`config.mk`:
```
export PLATFORM = sky130hd
export DESIGN_NAME = vis_stream_ctrl_flat
export DESIGN_NICKNAME = d
export VERILOG_FILES = /design/src/rtl/vis_stream_ctrl_if.sv /design/src/rtl/vis_stream_ctrl.sv /design/src/flat_wrapper.sv
export SDC_FILE = /design/constraint.sdc
export NUM_CORES = 1
export LEC_CHECK = 0
export ABC_AREA = 1
export BUFFER_PORTS_ARGS = -buffer_cell sky130_fd_sc_hd__buf_2
export CAP_MARGIN = 0
export CORE_MARGIN = 8
export CORE_UTILIZATION = 42
export CTS_CLUSTER_SIZE = 14
export DETAILED_ROUTE_END_ITERATION = 10
export HOLD_SLACK_MARGIN = 0.1
export PLACE_DENSITY = 0.71
export SYNTH_ARGS = -nofsm -noshare
export SYNTH_HDL_FRONTEND = slang
export SYNTH_SLANG_ARGS = --single-unit
```
`constraint.sdc`:
```
create_clock -name bus_clock -period 2.45 [get_ports bus_clock]
set_clock_uncertainty 0.1 [all_clocks]
set_input_delay 0 -clock bus_clock [delete_from_list [all_inputs] [get_ports bus_clock]]
set_output_delay 0 -clock bus_clock [all_outputs]
set_load 0.05 [all_outputs]
```
`src/rtl/vis_stream_ctrl_if.sv`:
```
// vis_stream_ctrl_if: correlator word bus plus AXI-Stream byte sink seen by vis_stream_ctrl.
// master is the controller side, slave is the correlator/sink side.
interface vis_stream_ctrl_if;
    logic [31:0] revis;
    logic [31:0] imvis;
    logic        valid;
    logic        ready;
    logic        last;
    logic        tvalid;
    logic        tready;
    logic        tlast;
    logic [7:0]  tdata;
    modport master (
        input  revis, imvis, valid, last, tready,
        output ready, tvalid, tlast, tdata
    );
    modport slave (
        output revis, imvis, valid, last, tready,
        input  ready, tvalid, tlast, tdata
    );
endinterface

```
`src/rtl/vis_stream_ctrl.sv`:
```
// vis_stream_ctrl: frames correlator visibilities into header + 8-byte-per-word AXI-Stream packets.
// Define VIS_STREAM_CHECKSUM_EN to append an XOR checksum byte carrying tlast.
module vis_stream_ctrl #(
    parameter int         COUNT = 16,
    parameter logic [7:0] SYNC0 = 8'hA5,
    parameter logic [7:0] SYNC1 = 8'h5A
) (
    input  logic                      bus_clock,
    input  logic                      bus_rst_n,
    input  logic                      vis_frame_i,
    vis_stream_ctrl_if.master         sig,
    output logic                      busy_o,
    output logic [7:0]                dropped_o
);
    localparam int WW = $clog2(COUNT + 1);
    localparam logic [WW-1:0] CNT = WW'(COUNT);
    localparam logic [2:0] IDLE = 3'd0, HDR = 3'd1, LOAD = 3'd2, DATA = 3'd3, CSUM = 3'd4;
    logic [2:0]    state;
    logic [2:0]    idx;
    logic [15:0]   seq;
    logic [WW-1:0] wcnt;
    logic [55:0]   sh;
    logic          fend;
    logic [7:0]    csum;
    logic          xfer;
    assign xfer = sig.tvalid && sig.tready;
    always_ff @(posedge bus_clock) begin
        if (!bus_rst_n) begin
            state      <= IDLE;
            idx        <= 3'd0;
            seq        <= 16'd0;
            wcnt       <= '0;
            sh         <= 56'd0;
            fend       <= 1'b0;
            csum       <= 8'd0;
            sig.ready  <= 1'b0;
            sig.tvalid <= 1'b0;
            sig.tlast  <= 1'b0;
            sig.tdata  <= 8'd0;
            busy_o     <= 1'b0;
            dropped_o  <= 8'd0;
        end else begin
            if (vis_frame_i && state != IDLE && dropped_o != 8'hFF)
                dropped_o <= dropped_o + 1'b1;
            if (xfer) begin
                csum <= csum ^ sig.tdata;
                idx  <= idx + 1'b1;
            end
            case (state)
                IDLE: if (vis_frame_i) begin
                    state      <= HDR;
                    busy_o     <= 1'b1;
                    sig.tvalid <= 1'b1;
                    sig.tdata  <= SYNC0;
                    idx        <= 3'd0;
                    wcnt       <= '0;
                    csum       <= 8'd0;
                end
                HDR: if (xfer) begin
                    if (idx == 3'd3) begin
                        state      <= LOAD;
                        sig.tvalid <= 1'b0;
                        sig.ready  <= 1'b1;
                    end else
                        sig.tdata <= idx == 3'd0 ? SYNC1 : idx == 3'd1 ? seq[15:8] : seq[7:0];
                end
                LOAD: if (sig.valid && sig.ready) begin
                    state      <= DATA;
                    sig.ready  <= 1'b0;
                    sig.tvalid <= 1'b1;
                    sig.tdata  <= sig.revis[31:24];
                    sh         <= {sig.revis[23:0], sig.imvis};
                    idx        <= 3'd0;
                    wcnt       <= wcnt + 1'b1;
                    fend       <= sig.last || (wcnt + 1'b1 == CNT);
                end
                DATA: if (xfer) begin
                    if (idx == 3'd7) begin
                        if (!fend) begin
                            state      <= LOAD;
                            sig.tvalid <= 1'b0;
                            sig.ready  <= 1'b1;
                        end
`ifdef VIS_STREAM_CHECKSUM_EN
                        else begin
                            // byte 7 is transferring now, so fold it in directly
                            state     <= CSUM;
                            sig.tdata <= csum ^ sig.tdata;
                            sig.tlast <= 1'b1;
                        end
`else
                        else begin
                            state      <= IDLE;
                            busy_o     <= 1'b0;
                            sig.tvalid <= 1'b0;
                            sig.tlast  <= 1'b0;
                            seq        <= seq + 1'b1;
                        end
`endif
                    end else begin
                        sig.tdata <= sh[55:48];
                        sh        <= {sh[47:0], 8'd0};
`ifndef VIS_STREAM_CHECKSUM_EN
                        sig.tlast <= idx == 3'd6 && fend;
`endif
                    end
                end
`ifdef VIS_STREAM_CHECKSUM_EN
                CSUM: if (xfer) begin
                    state      <= IDLE;
                    busy_o     <= 1'b0;
                    sig.tvalid <= 1'b0;
                    sig.tlast  <= 1'b0;
                    seq        <= seq + 1'b1;
                end
`endif
                default: state <= IDLE;
            endcase
        end
    end
endmodule
```
`src/flat_wrapper.sv`:
```
// flat-port wrapper written by rule: the top's interface ports become plain ports
module vis_stream_ctrl_flat 
#(
    parameter int         COUNT = 16,
    parameter logic [7:0] SYNC0 = 8'hA5,
    parameter logic [7:0] SYNC1 = 8'h5A
)
  (bus_clock, bus_rst_n, vis_frame_i, busy_o, dropped_o, sig_revis, sig_imvis, sig_valid, sig_last, sig_tready, sig_ready, sig_tvalid, sig_tlast, sig_tdata);
  vis_stream_ctrl_if sig_i ();
  input  logic bus_clock;
  input  logic bus_rst_n;
  input  logic vis_frame_i;
  output logic busy_o;
  output logic [7:0] dropped_o;
  input wire logic [$bits(sig_i.revis)-1:0] sig_revis;
  input wire logic [$bits(sig_i.imvis)-1:0] sig_imvis;
  input wire logic [$bits(sig_i.valid)-1:0] sig_valid;
  input wire logic [$bits(sig_i.last)-1:0] sig_last;
  input wire logic [$bits(sig_i.tready)-1:0] sig_tready;
  output wire logic [$bits(sig_i.ready)-1:0] sig_ready;
  output wire logic [$bits(sig_i.tvalid)-1:0] sig_tvalid;
  output wire logic [$bits(sig_i.tlast)-1:0] sig_tlast;
  output wire logic [$bits(sig_i.tdata)-1:0] sig_tdata;
  assign sig_i.revis = sig_revis;
  assign sig_i.imvis = sig_imvis;
  assign sig_i.valid = sig_valid;
  assign sig_i.last = sig_last;
  assign sig_i.tready = sig_tready;
  assign sig_ready = sig_i.ready;
  assign sig_tvalid = sig_i.tvalid;
  assign sig_tlast = sig_i.tlast;
  assign sig_tdata = sig_i.tdata;
  vis_stream_ctrl #(.COUNT(COUNT), .SYNC0(SYNC0), .SYNC1(SYNC1)) u_core (.bus_clock(bus_clock), .bus_rst_n(bus_rst_n), .vis_frame_i(vis_frame_i), .sig(sig_i), .busy_o(busy_o), .dropped_o(dropped_o));
endmodule
```
-- Word-level counts from Yosys, hierarchy flattened
Index checks and enable logic that the tools add are counted.
- register bits after elaboration: 104
- add/sub/neg operators: 4
- eq/ne operators: 20
- multiplexer cells: 47
- reductions and logical operators: 24
- operators with widths (cell ; count):
    $mux 56 ; 3
    $pmux 56 s2 ; 1
    $mux 8 ; 8
    $pmux 8 s4 ; 1
    $mux 3 ; 9
    $reduce_and 7->1 ; 3
    $add 16x1->16 const B ; 1
    $mux 1 ; 16
    $ne 2x1->1 const B ; 7
    $pmux 3 s4 ; 1
    $mux 5 ; 2
    $pmux 5 s2 ; 1
    $eq 3x2->1 const B ; 3
    $add 8x1->8 const B ; 1
    $ne 2x2->1 const B ; 4
    $ne 8x8->1 const B ; 1
    $reduce_and 4->1 ; 2
    $eq 3x1->1 const B ; 2
    $eq 3x3->1 const B ; 2
    $logic_not 3->1 ; 2
    $pmux 3 s2 ; 1
    $reduce_and 3->1 ; 2
    $reduce_and 6->1 ; 1
    $reduce_bool 2->1 ; 3
    13 further kinds ; 18

-- Longest topological paths before layout
Gate-level depths: netlist of the first run.
- depth in word-level cells: 6
- depth in mapped cells: 11

-- Least setup slack after synthesis of the first run
OpenSTA, ideal clock, no wires.
- kind: flip-flop to flip-flop
- from: reg u_core.dropped_o[1]
- to: reg u_core.dropped_o[1]
- data arrival time: 1.634 ns
- required time: 2.234 ns
- slack: 0.600 ns
- cell stages (with the launch flop): 9
- cell sequence: dfxtp_1 > ha_1 > nand3_1 > nor2_1 > nand2_1 > nand2_2 > inv_1 > nor2_1 > nor2_1
- cells in the longest elaborated chain, start to end: 2
- elaborated cells between the ends (all ways): 3
- RTL lines (element ; line ; text):
    start, declared ; vis_stream_ctrl.sv:13 ; output logic [7:0] dropped_o
    start signal, assigned ; vis_stream_ctrl.sv:44 ; dropped_o <= dropped_o + 1'b1;
    branches (longest 2 deep; another with $add 8x1->8) ; - ;
Several ways; the timed one is not identified.
A chain may end at the register's enable or synchronous reset.

-- Worst setup path after layout of the first run
- from: reg u_core.idx[0]
- to: reg u_core.sh[45]
- cells in the longest elaborated chain, start to end: 3
- RTL lines (element ; line ; text):
    start, declared ; vis_stream_ctrl.sv:19 ; logic [2:0] idx;
    start signal, assigned ; vis_stream_ctrl.sv:47 ; idx <= idx + 1'b1;
    $eq 3x3->1 ; vis_stream_ctrl.sv:78 ; if (idx == 3'd7) begin
    $ne 2x2->1 (no source line) ; - ;
    $reduce_and 4->1 (no source line) ; - ;
    end signal, assigned ; vis_stream_ctrl.sv:72 ; sh <= {sig.revis[23:0], sig.imvis};
    end signal, assigned ; vis_stream_ctrl.sv:102 ; sh <= {sh[47:0], 8'd0};
    end, declared ; vis_stream_ctrl.sv:22 ; logic [55:0] sh;
Every way passes these cells.

==> results of run 1 <==
-- cell usage in the layout (no fill, tap or decap), types with 4 or more instances in the layout --
| cell | synthesis | routed |
|---|---|---|
| dfxtp_1 | 103 | 103 |
| a22o_1 | 4 | 4 |
| a21oi_1 | 37 | 37 |
| nand2_1 | 264 | 264 |
| ha_1 | 13 | 11 |
| inv_2 | 6 | 6 |
| inv_1 | 51 | 51 |
| nand3_1 | 32 | 32 |
| buf_4 | 4 | 7 |
| clkbuf_16 | 0 | 9 |
| buf_2 | 12 | 89 |
| xor2_1 | 5 | 5 |
| nand2_2 | 4 | 4 |
| nor3_1 | 6 | 6 |
| o21ai_0 | 74 | 74 |
| dlygate4sd3_1 | 0 | 71 |
| nand4_1 | 7 | 7 |
| nor2_1 | 137 | 137 |
-- flip-flops by register name, indices dropped and copies added, names as in the netlist, 2 cells and up --
name              cells
u_core.idx            3
u_core.sh            56
u_core.sig.tdata      8
u_core.seq           16
u_core.wcnt           5
u_core.dropped_o      8
u_core.state          2
-- worst reg2reg max path: cells and delay by family, from the launching register on --
| kind | cells | cell delay, ns |
|---|---|---|
| AOI/OAI and AO/OA | 1 | 0.13 |
| DFF | 1 | 0.34 |
| adders and majority gates | 2 | 0.47 |
| and+or+nand+nor | 4 | 0.37 |
| buffers and inverters | 3 | 0.63 |
-- logic make-up (layout without fill, tap and decap cells) --
group | after synthesis | count (layout) | share of synthesized area
AOI/OAI and AO/OA | 126 | 126 | 0.127
xor gates and xnor gates | 8 | 8 | 0.0133
adders and majority gates | 13 | 13 | 0.0309
buffers and inverters | 94 | 242 | 0.0785
DFF | 103 | 103 | 0.392
and+or+nand+nor | 463 | 463 | 0.358
-- through the flow --
step / cell area, µm² / setup WS, ns / utilization / hold WS (ns)
3_3_place_gp: 5800 / 0.304 / 0.467 / 0.179
5_1_grt: 6830 / 0.170 / 0.550 / 0.380
2_1_floorplan: 5260 / 0.600 / - / 0.0602
3_5_place_dp: 5800 / 0.225 / 0.467 / 0.185
4_1_cts: 6820 / 0.186 / 0.550 / 0.358
6_report: 6830 / 0.325 / 0.550 / 0.364
-- routing by layer --
layer,part of all wire,vias to the layer above,track usage
met2,0.47,134,0.288
met4,0.025,0,0.0811
li1,-,2842,-
met1,0.46,2385,0.218
met3,0.048,26,0.0387
met5,0,-,0
-- power breakdown --
| group | switching [mW] | internal [mW] | leakage [nW] |
|---|---|---|---|
| Sequential | 0.248 | 2.12 | 0.836 |
| Combinational | 1.46 | 0.735 | 2.10 |
| Clock | 0.668 | 0.858 | 0.157 |
-- timing repair --
action                                  CTS  global route
hold buffers                             71             0
resized for setup                         0             1
endpoints found under the hold margin    72             0
endpoints found under the setup margin    0            18
buffers inserted                          0             0
-- final cells by class --
class                      count  area, µm²
multi-input combinational    610       2790
inverter                      58        218
clock inverter                 5       61.3
sequential                   103       2060
timing repair buffer         168       1230
clock buffer                  11        253
fill                        1214       5590
tap                          172        215
-- worst paths after layout --
kind	startpoint	to	slack (ns)	depth (start not counted)
min reg2reg	u_core.sh[4]	u_core.sh[4]	0.36	2
min	u_core.sh[4]	u_core.sh[4]	0.36	2
max reg2reg	u_core.idx[0]	u_core.sh[45]	0.33	10
max	u_core.idx[0]	u_core.sh[45]	0.33	10
==> run metrics, run 1 <==
critical-path cell list=ha_1, ha_1, inv_2, nand2_1, o21ai_1, nand3_2, inv_2, buf_12, nor2_1, nor2_1; Yosys reg bits=~100; GRT overflow=0; worst-margin pin slew=0.499 ns; Mapped Cells=approximately 810; gr usage total=0.177; global-route wire length before repair=~24 mm; layout cells sized above 1=0.142; fmax=471 MHz; clock transition at the registers of the reported paths=about 0.070 ns; number of flops mapped to enable cells by yosys=0; clk_lat worst skew=about 0.35 ns; vias per cell=approximately 4.8; final net count=around 1.0k; critical path launch point type=register; Post-route DRC=0; crit path max fanout=38; slowest stage delay, CP=0.34 ns; WP data required=roughly 2.6 ns; vias in the first global route=around 5.2k; Buffers & Inverters on Critical Path=3; Main synth FF type=dfxtp_1; most frequent cells after synthesis=nand2_1, nor2_1, dfxtp_1; post-synthesis sequential area ratio=0.392; RD Place Congestion=between 0.8 and 0.9; Final period util=0.867; Synth top area share=0.392; Final Hold Vio Count=0; Area growth syn-to-layout=29.8%; setup TNS=0 ns; pwr/cell area=about 890 nW/µm²; First-pass DRT Iterations=4; Hold Crit Class=reg -> reg; Synth cell types=33; Slew HR=0.667; critical path endpoint category=register; Routed WL per cell=around 13 µm; CTS H-Tree Depth=3; 1st-iter DRT viols=330; pin count of the biggest net entering global routing=58; IO Count=90; Synth area leaders=dfxtp_1, nand2_1, nor2_1; CTS Sinks=103; Die X=128 µm; CTS Buffer Depth=2; Routed Antenna Nets=0; arrival time worst endpoint=~2.3 ns; Netlist Area Pre-Place=5260 µm²; Tmin final=2.12 ns; initial antenna violation count=0; Max Slew Vio Count=0; largest area contributor in the netlist=dfxtp_1; Top Family by Delay on Critical Path=buffers and inverters; post-DP HPWL=9.37 mm; Crit-path slowest cell=dfxtp_1; worst vdd rail ir drop=around 0.38 mV; port bufs=between 80 and 90; vias=around 5.4k; total power draw=6.09 mW; total CTS buffers=9; Ant. Diodes=0; RSZ-0062 raised after global routing=no; leakage power=approximately 3.1 nW; max cap viols=0; Final setup violation count=0; Site Rows=41; cell with the most instances after synthesis=nand2_1; Synth Warn #=0; Syn Nets=890; drt total wl=approximately 14 mm; Finished Layout Cells=about 1.1k; CP Class=reg -> reg; placed insts=roughly 1.0k; clk root buf=clkbuf_16; asr flop ratio synth=0; CTS tree=built; outcome=finished clean; die area=around 16000 µm²; Starting Density=0.424; Core Region=approximately 12000 µm²; Syn Area/Cell=around 6.5 µm²; Chip Height=128 µm
Note: power is estimated with default switching activity, not from simulation.
==> run 2: changes to the inputs <==
- CELL_PAD_IN_SITES_DETAIL_PLACEMENT: not set -> 1
- CELL_PAD_IN_SITES_GLOBAL_PLACEMENT: not set -> 2
- CORE_UTILIZATION: 42 -> 30
- PLACE_DENSITY: 0.71 -> 0.87
==> run metrics, run 2 (synthesis gave the netlist of run 1 again) <==
routed wl met3=roughly 530 µm; storage element area=~2100 µm²; post-DP HPWL=between 10 and 15 mm; global-route wire length before repair=between 20 and 30 mm; max cap viols=0; Chip Height=between 100 and 150 µm; gr usage total=0.155; IO Count=90; drt total wl=approximately 17 mm; pin count of the biggest net entering global routing=78; Post-route DRC=0; most common cell after layout, fill and taps aside=nand2_1; Hold Path Sink=u_core.sig.ready; die area=about 22000 µm²; vias=5472; RSZ-0062 raised after global routing=no; reg-to-reg critical path endpoint=u_core.fend; hold path depth=6; Max Slew Vio Count=0; DRT met1 WL=8.00 mm; critical path endpoint category=register; CTS Buffer Depth=2; Reg2Reg Setup Slack=~0.076 ns; CP Class=reg -> reg; arrival time worst endpoint=approximately 2.6 ns; CTS tree=built; vias in the first global route=5678; Top reg by flops=u_core.sh; Final setup violation count=0; RD Place Congestion=just under 0.8; First-pass DRT Iterations=4; outcome=finished clean; 1st-iter DRT viols=290; leakage power=~3.1 nW; Site Rows=48; Routed WL per cell=14.2 µm; total CTS buffers=9; min-delay src=sig_valid; layout cells sized above 1=0.147; Worst R2R Start=u_core.state[0]; Hold Crit Class=in -> reg; pwr/cell area=892 nW/µm²; Ant. Diodes=0; fillers=~2.2k; critical path launch point type=register; Highest Signal Layer=met4; Final period util=0.969; CTS Sinks=103; Routed Antenna Nets=0; multi-input logic area=2800 µm²; most frequent cells in the layout=nand2_1, nor2_1, dfxtp_1; Tmin final=2.37 ns; fmax=~420 MHz; vias per cell=approximately 4.6; worst-margin pin slew=~0.72 ns; crit path max fanout=6; clk_lat worst skew=roughly 0.35 ns; CTS H-Tree Depth=3; WP data required=about 2.6 ns; final net count=1039; setup TNS=0 ns; clock transition at the registers of the reported paths=0.08 ns; top flop regs=u_core.sh x56, u_core.seq x16; Core Region=about 17000 µm²; GRT overflow=0; clk root buf=clkbuf_16; Reg2Reg Depth=7; Area growth syn-to-layout=32.5%; met2 wire len=approximately 8 mm; Starting Density=0.305; Die X=between 100 and 150 µm; Setup crit start=u_core.state[0]; worst vdd rail ir drop=0.477 mV; max reg flops=56; Final Hold Vio Count=0; port bufs=89; initial antenna violation count=0; total power draw=6.22 mW; Slew HR=0.517
[run 2: cell types whose count changed in the layout (fill, tap and decap cells not counted), sizes merged]
cell / change
dlygate4sd3: +2
buf: +4
clkbuf: -1
clkinvlp: +1
inv: -1
clkinv: +1
[run 2: what timing repair did]
action | 4_1_cts | 5_1_grt
hold buffers | 73 | 0
buffers inserted | 0 | 1
gates resized for setup | 0 | 7
endpoints found under the hold margin | 75 | 0
setup endpoints to repair | 0 | 3
[run 2: final cells by class]
cell class / count / area share
Timing Repair Buffer: 174 / 0.186
Inverter: 58 / 0.0320
Clock inverter: 6 / 0.0108
Tap cell: 225 / 0.0404
Multi-Input combinational cell: 610 / 0.402
Sequential cell: 103 / 0.296
Clock buffer: 10 / 0.0329
[run 2: critical path, stage by stage, from the launching register on]
cell	delay [ns]
dfxtp_1	0.42
inv_1	0.10
ha_1	0.24
inv_2	0.13
nor3_2	0.06
dlygate4sd3_1	0.57
a21oi_1	0.14
dlygate4sd3_1	0.55
[run 2: metrics by stage]
step,std cells,setup WS [ns],hold slack (ns),area (µm²),utilization
5_1_grt,1186,0.00351,0.242,6970,0.404
4_1_cts,1185,0.0528,0.142,6940,0.402
3_5_place_dp,1096,0.416,0.175,5900,0.342
2_1_floorplan,807,0.600,0.0602,5260,-
3_3_place_gp,1096,0.485,0.177,5900,0.342
6_report,1186,0.0756,0.173,6970,0.404
[run 2: how the worst max path moves through the flow]
stage	endpoint	depth (start not counted)
finish	u_core.fend	7
detailed placement	u_core.sh[5]	10
global placement	u_core.sh[4]	10
floorplan	u_core.dropped_o[1]	8
global route	u_core.fend	7
CTS	u_core.sh[7]	8
[run 2: per-layer routing]
metal / vias to the layer above / GRT usage
met2: 66 / 0.269
li1: 2847 / -
met3: 13 / 0.0389
met1: 2546 / 0.188
met4: 0 / 0.0326
met5: - / 0
[run 2: power by group]
group / switching (mW) / internal, mW / leakage [nW]
clock network: 0.700 / 0.811 / 0.146
logic: 1.52 / 0.800 / 2.14
registers: 0.265 / 2.12 / 0.836
